--- config.mk ---
export PLATFORM = sky130hd
export DESIGN_NAME = blockmem_1p_arbiter
export DESIGN_NICKNAME = d
export VERILOG_FILES = /design/src/rtl/blockmem_arb_pkg.sv /design/src/rtl/blockmem_arb_rr.sv /design/src/rtl/blockmem_1p_arbiter.sv
export SDC_FILE = /design/constraint.sdc
export NUM_CORES = 1
export LEC_CHECK = 0
export CORE_MARGIN = 2
export CORE_UTILIZATION = 40
export DETAILED_ROUTE_END_ITERATION = 12
export DONT_BUFFER_PORTS = 1
export HOLD_SLACK_MARGIN = 0.06
export PLACE_DENSITY_LB_ADDON = 0.05
export SYNTH_ARGS = -nofsm -noshare
export SYNTH_HDL_FRONTEND = slang
export SYNTH_SLANG_ARGS = --single-unit
--- constraint.sdc ---
create_clock -name clk -period 3.85 [get_ports clk]
set_clock_uncertainty 0.2 [all_clocks]
set_input_delay 0.5775 -clock clk [delete_from_list [all_inputs] [get_ports clk]]
set_output_delay 0.5775 -clock clk [all_outputs]
set_load 0.02 [all_outputs]
--- src/rtl/blockmem_arb_pkg.sv ---
// Shared types for the single-port block memory arbiter.
// BLOCKMEM_ARB_OUTREG_EN adds one output register stage to the read return path.
package blockmem_arb_pkg;

  typedef enum logic {
    PORT0 = 1'b0,
    PORT1 = 1'b1
  } port_sel_t;

  typedef struct packed {
    logic      valid;
    port_sel_t port;
  } rd_tag_t;

`ifdef BLOCKMEM_ARB_OUTREG_EN
  localparam int C_RD_LATENCY = 2;
`else
  localparam int C_RD_LATENCY = 1;
`endif

  function automatic port_sel_t other_port(input port_sel_t p);
    return (p == PORT0) ? PORT1 : PORT0;
  endfunction

endpackage

--- src/rtl/blockmem_arb_rr.sv ---
// Round-robin grant logic with bounded burst hold for two requesters.
// Holds the last-granted pointer and the consecutive-grant counter; no datapath.
module blockmem_arb_rr
  import blockmem_arb_pkg::*;
#(
  parameter int G_MAXBURST = 4
) (
  input  logic      clk,
  input  logic      rst,
  input  logic      s0_req,
  input  logic      s1_req,
  output logic      s0_gnt,
  output logic      s1_gnt,
  output port_sel_t gnt_port
);

  localparam int C_CNTW = $clog2(G_MAXBURST + 1);
  localparam logic [C_CNTW-1:0] C_MAX = C_CNTW'(G_MAXBURST);

  port_sel_t         last_q;
  port_sel_t         sel;
  logic [C_CNTW-1:0] burst_q;
  logic [C_CNTW-1:0] burst_d;
  logic              any_gnt;

  // Counter saturates at C_MAX so a long solo run still forces a switch on contention.
  always_comb begin
    sel = other_port(last_q);
    if (s0_req && !s1_req)
      sel = PORT0;
    else if (s1_req && !s0_req)
      sel = PORT1;
    else if (burst_q != '0 && burst_q != C_MAX)
      sel = last_q;

    any_gnt  = (s0_req | s1_req) & ~rst;
    s0_gnt   = any_gnt & (sel == PORT0);
    s1_gnt   = any_gnt & (sel == PORT1);
    gnt_port = sel;

    burst_d = '0;
    if (any_gnt) begin
      if (sel != last_q)
        burst_d = C_CNTW'(1);
      else if (burst_q != C_MAX)
        burst_d = burst_q + 1'b1;
      else
        burst_d = burst_q;
    end
  end

  always_ff @(posedge clk) begin
    if (rst) begin
      last_q  <= PORT1;
      burst_q <= '0;
    end else begin
      if (any_gnt)
        last_q <= sel;
      burst_q <= burst_d;
    end
  end

endmodule

--- src/rtl/blockmem_1p_arbiter.sv ---
// Shares one single-port block memory between two requesters; routes read data by tag.
// BLOCKMEM_ARB_OUTREG_EN registers rdata/rvalid one extra stage (read latency 2).
module blockmem_1p_arbiter
  import blockmem_arb_pkg::*;
#(
  parameter int G_DATAWIDTH = 32,
  parameter int G_MEMDEPTH  = 1024,
  parameter int G_BWENABLE  = 0,
  parameter int G_ADDRWIDTH = $clog2(G_MEMDEPTH),
  parameter int G_WEWIDTH   = ((((G_DATAWIDTH + 7) & ~7) - 1) / 8) * G_BWENABLE + 1,
  parameter int G_MAXBURST  = 4
) (
  input  logic                   clk,
  input  logic                   rst,
  input  logic                   s0_req,
  input  logic [G_WEWIDTH-1:0]   s0_we,
  input  logic [G_ADDRWIDTH-1:0] s0_addr,
  input  logic [G_DATAWIDTH-1:0] s0_wdata,
  output logic                   s0_gnt,
  output logic                   s0_rvalid,
  output logic [G_DATAWIDTH-1:0] s0_rdata,
  input  logic                   s1_req,
  input  logic [G_WEWIDTH-1:0]   s1_we,
  input  logic [G_ADDRWIDTH-1:0] s1_addr,
  input  logic [G_DATAWIDTH-1:0] s1_wdata,
  output logic                   s1_gnt,
  output logic                   s1_rvalid,
  output logic [G_DATAWIDTH-1:0] s1_rdata,
  output logic                   mem_ena,
  output logic [G_WEWIDTH-1:0]   mem_wea,
  output logic [G_ADDRWIDTH-1:0] mem_addra,
  output logic [G_DATAWIDTH-1:0] mem_dina,
  input  logic [G_DATAWIDTH-1:0] mem_douta
);

  port_sel_t gnt_port;
  rd_tag_t   tag_issue;
  rd_tag_t   tag_pipe [C_RD_LATENCY];
  rd_tag_t   tag_ret;

  blockmem_arb_rr #(
    .G_MAXBURST(G_MAXBURST)
  ) u_rr (
    .clk     (clk),
    .rst     (rst),
    .s0_req  (s0_req),
    .s1_req  (s1_req),
    .s0_gnt  (s0_gnt),
    .s1_gnt  (s1_gnt),
    .gnt_port(gnt_port)
  );

  always_comb begin
    mem_ena   = s0_gnt | s1_gnt;
    mem_wea   = '0;
    mem_addra = '0;
    mem_dina  = '0;
    if (s0_gnt) begin
      mem_wea   = s0_we;
      mem_addra = s0_addr;
      mem_dina  = s0_wdata;
    end else if (s1_gnt) begin
      mem_wea   = s1_we;
      mem_addra = s1_addr;
      mem_dina  = s1_wdata;
    end
    tag_issue.valid = mem_ena & ~|mem_wea;
    tag_issue.port  = gnt_port;
  end

  always_ff @(posedge clk) begin
    if (rst) begin
      for (int i = 0; i < C_RD_LATENCY; i++)
        tag_pipe[i] <= '0;
    end else begin
      tag_pipe[0] <= tag_issue;
      for (int i = 1; i < C_RD_LATENCY; i++)
        tag_pipe[i] <= tag_pipe[i-1];
    end
  end

  assign tag_ret   = tag_pipe[C_RD_LATENCY-1];
  // Gating with rst drops a tag that was issued just before reset asserted.
  assign s0_rvalid = tag_ret.valid & (tag_ret.port == PORT0) & ~rst;
  assign s1_rvalid = tag_ret.valid & (tag_ret.port == PORT1) & ~rst;

`ifdef BLOCKMEM_ARB_OUTREG_EN
  logic [G_DATAWIDTH-1:0] s0_rdata_q;
  logic [G_DATAWIDTH-1:0] s1_rdata_q;

  always_ff @(posedge clk) begin
    if (rst) begin
      s0_rdata_q <= '0;
      s1_rdata_q <= '0;
    end else begin
      if (tag_pipe[0].valid && tag_pipe[0].port == PORT0)
        s0_rdata_q <= mem_douta;
      if (tag_pipe[0].valid && tag_pipe[0].port == PORT1)
        s1_rdata_q <= mem_douta;
    end
  end

  assign s0_rdata = s0_rdata_q;
  assign s1_rdata = s1_rdata_q;
`else
  logic [G_DATAWIDTH-1:0] s0_hold_q;
  logic [G_DATAWIDTH-1:0] s1_hold_q;

  always_ff @(posedge clk) begin
    if (rst) begin
      s0_hold_q <= '0;
      s1_hold_q <= '0;
    end else begin
      if (s0_rvalid)
        s0_hold_q <= mem_douta;
      if (s1_rvalid)
        s1_hold_q <= mem_douta;
    end
  end

  assign s0_rdata = s0_rvalid ? mem_douta : s0_hold_q;
  assign s1_rdata = s1_rvalid ? mem_douta : s1_hold_q;
`endif

endmodule
==> results.json <==
{
  "die_x_um": 95.6,
  "diodes": 0,
  "io_pins": 234,
  "grt_busiest_layer": "met2",
  "critPathKind": "register to output port",
  "status": "completed",
  "seqCellArea_um2": 1400,
  "grt_pass1_wl_um": 12500,
  "clock_path_buffers": 2,
  "ant_nets": 0,
  "crit_path_top_delay_cell": "nor2_4",
  "setup_violations": 0,
  "fillerInstances": 806,
  "leakage_nw": 1.54,
  "cp_data_required_time_ns": 3.07,
  "gp_congestion": 0.860,
  "wl_per_cell_um": 22.9,
  "critPathLaunchType": "register",
  "rsz0062_at_grt": "false",
  "cts_tree": "built",
  "antenna_found_initial": 2,
  "grt_overflow_total": 0,
  "drc": 0,
  "relSlewSlack_pct": 42.1,
  "use_met3_pct": 7.83,
  "grt_util_met2_pct": 29.8,
  "ir_worst_vdd_mv": 0.172,
  "clkTransAtPathRegs_ns": 0.07,
  "use_met1_pct": 23.6,
  "synth.cell_area_um2": 3350,
  "synthesis.instances": 302,
  "via_count": 2314,
  "cts-root-buf": "clkbuf_8",
  "drive_above_1_share_pct": 26.2,
  "fmax_mhz": 297,
  "rows": 33,
  "num-nets-final": 421,
  "worst_slew_pin_slew_ns": 0.867,
  "seq_area_frac_synth_pct": 41.8,
  "path_max_fanout": 44,
  "cts_setup_buffers": 0,
  "synth_xor_xnor_area_share_pct": 0.261,
  "hold_ws_ns": 0.105,
  "synth_fp_nets": 426,
  "path_cells": "inv_1 > ha_1 > xor2_1 > a21o_1 > nor2_4 > a22o_1",
  "fin_crit_ns": 3.37,
  "hold_violations": 0,
  "dr.pass1.iters": 4,
  "slowest_delay_ns": 0.67,
  "synthAdderAreaFrac_pct": 0.746,
  "yosys_warnings": 0,
  "synth_seq_cells": 70,
  "die_h_um": 95.6,
  "maxSlewViolCount": 0,
  "wl_um": 9320,
  "cts_resized": 0,
  "dr.first_iter.drc_count": 107,
  "area.growth.synth_to_final_pct": 6.71,
  "cts_made_buffers": 9,
  "crit_family": "simple AND/OR/NAND/NOR gates",
  "grt_usage_pct": 19.5,
  "worstPathArrival_ns": 2.59,
  "hold_path.class": "primary input to register",
  "synthSimpleGateAreaFrac_pct": 15.7,
  "die_area_um2": 9130,
  "multi_input_area_um2": 1800,
  "synth_compound_area_share_pct": 14.3,
  "crit_buf_inv": 1,
  "htree_levels": 3,
  "initial_utilization_pct": 41.0,
  "holdBufCountCts": 0,
  "io_buffers": 0,
  "dpl.hpwl_um": 7150,
  "final.setup.tns_ns": 0,
  "clock_latency_ns": 0.34,
  "grt_pass1_vias": 2172,
  "synth.distinct_cells": 31,
  "cts_num_sinks": 70,
  "post-route-util_pct": 43.8,
  "min_period_over_period_pct": 87.5,
  "grt_max_degree": 75,
  "power_density_nw_per_um2": 443,
  "vias_per_cell": 5.69,
  "avgSynthCellArea_um2": 11.1,
  "muxShareOfSynthArea_pct": 22.6,
  "end_kind": "output port",
  "max_cap_violations": 0,
  "synth_top_family_by_area": "multiplexers",
  "core_area_um2": 8180
}
==> logic make-up (layout without fill, tap and decap cells) <==
group / after synthesis / count (layout)
AND/OR/NAND/NOR: 82 / 82
buffers and inverters: 27 / 27
XOR/XNOR: 1 / 1
flip-flops: 70 / 70
AO/OA/AOI/OAI: 56 / 56
multiplexers: 64 / 64
adder cells (fa/ha/maj): 2 / 2
==> worst reg2reg max path: stages (launching register included) <==
cell and delay [ns]:
dfxtp_1 0.33, inv_1 0.08, ha_1 0.31, xor2_1 0.29
o21ai_2 0.12, nor2_4 0.36, buf_4 0.35, a211o_1 0.14
==> final timing paths <==
path,start,end,slack [ns],depth (start not counted)
max,u_rr.burst_q[0]$_SDFFE_PP0P_,mem_dina[17],0.48,6
min,rst,s0_hold_q[8]$_SDFF_PP0_,0.11,1
max reg2reg,u_rr.burst_q[0]$_SDFFE_PP0P_,u_rr.last_q$_SDFFE_PP1P_,1.62,7
min reg2reg,u_rr.burst_q[1]$_SDFFE_PP0P_,u_rr.burst_q[1]$_SDFFE_PP0P_,0.32,2
==> registers in the layout, summed over array words and instances, names as in the netlist <==
register      cells
u_rr.burst_q      3
s1_hold_q        32
u_rr.last_q       1
tag_pipe          2
s0_hold_q        32
==> cells in the final DEF (no fill, tap or decap), types with 2 or more instances in the layout <==
cell type	Yosys	routed
inv_1	4	4
nand3_1	2	2
nand3b_1	3	3
mux2_4	10	10
clkinv_2	0	2
and2b_1	9	9
clkbuf_8	0	9
nand2_1	5	5
mux2_2	45	45
clkbuf_1	7	3
nor2_4	2	2
buf_4	4	7
ha_1	2	2
mux2_1	9	9
a211o_1	2	2
nor2_1	4	4
a22o_1	43	43
nor2b_1	56	56
a21o_1	2	2
dfxtp_1	70	70
==> metrics by stage <==
step / area, um^2 / setup WS [ns] / total power [mW] / instances
6_report: 3580 / 0.481 / 1.59 / 407
5_1_grt: 3580 / 0.268 / 1.66 / 407
4_1_cts: 3580 / 0.462 / 1.61 / 407
3_5_place_dp: 3400 / 0.849 / 1.04 / 391
3_3_place_gp: 3400 / 0.910 / 1.04 / 391
2_1_floorplan: 3350 / 1.31 / 1.02 / 302
==> power by group <==
group	internal [mW]	switching [mW]	total, mW
registers	0.745	0.00847	0.753
logic	0.0924	0.174	0.266
clock network	0.298	0.270	0.568
==> metal layers <==
| layer | routed length (um) | part of all wire, % | up-vias |
|---|---|---|---|
| li1 | - | - | 1058 |
| met1 | 3620 | 39 | 1081 |
| met2 | 4280 | 46 | 150 |
| met3 | 1080 | 12 | 23 |
| met4 | 326 | 3.5 | 2 |
| met5 | 13 | 0.14 | - |
==> final cells by class <==
cell class                      instances  area share, %
Clock buffer                           12           3.77
Clock inverter                          4           1.33
Inverter                                4          0.419
Multi-Input combinational cell        205           50.2
Sequential cell                        70           39.1
Tap cell                              105           3.67
Timing Repair Buffer                    7           1.47
==> cell usage after synthesis <==
cell | n | area, um^2
dfxtp_1 | 70 | 1400
nor2b_1 | 56 | 350
mux2_2 | 45 | 507
a22o_1 | 43 | 377
mux2_4 | 10 | 150
and2b_1 | 9 | 67.6
mux2_1 | 9 | 101
buf_2 | 8 | 40.0
clkbuf_1 | 7 | 26.3
nand2_1 | 5 | 18.8
buf_4 | 4 | 30.0
buf_6 | 4 | 45.0
inv_1 | 4 | 15.0
nor2_1 | 4 | 15.0
nand3b_1 | 3 | 22.5
a211o_1 | 2 | 17.5
a21o_1 | 2 | 15.0
ha_1 | 2 | 25.0
nand3_1 | 2 | 10.0
nor2_4 | 2 | 22.5
a2111oi_0 | 1 | 8.76
a21boi_0 | 1 | 7.51
a21oi_1 | 1 | 5.00
nor3b_4 | 1 | 18.8
o2111ai_1 | 1 | 8.76
o211a_1 | 1 | 10.0
o21a_1 | 1 | 7.51
o21ai_0 | 1 | 5.00
o21ai_2 | 1 | 8.76
o22a_1 | 1 | 8.76
xor2_1 | 1 | 8.76
Power figures use the tool's default switching activity.
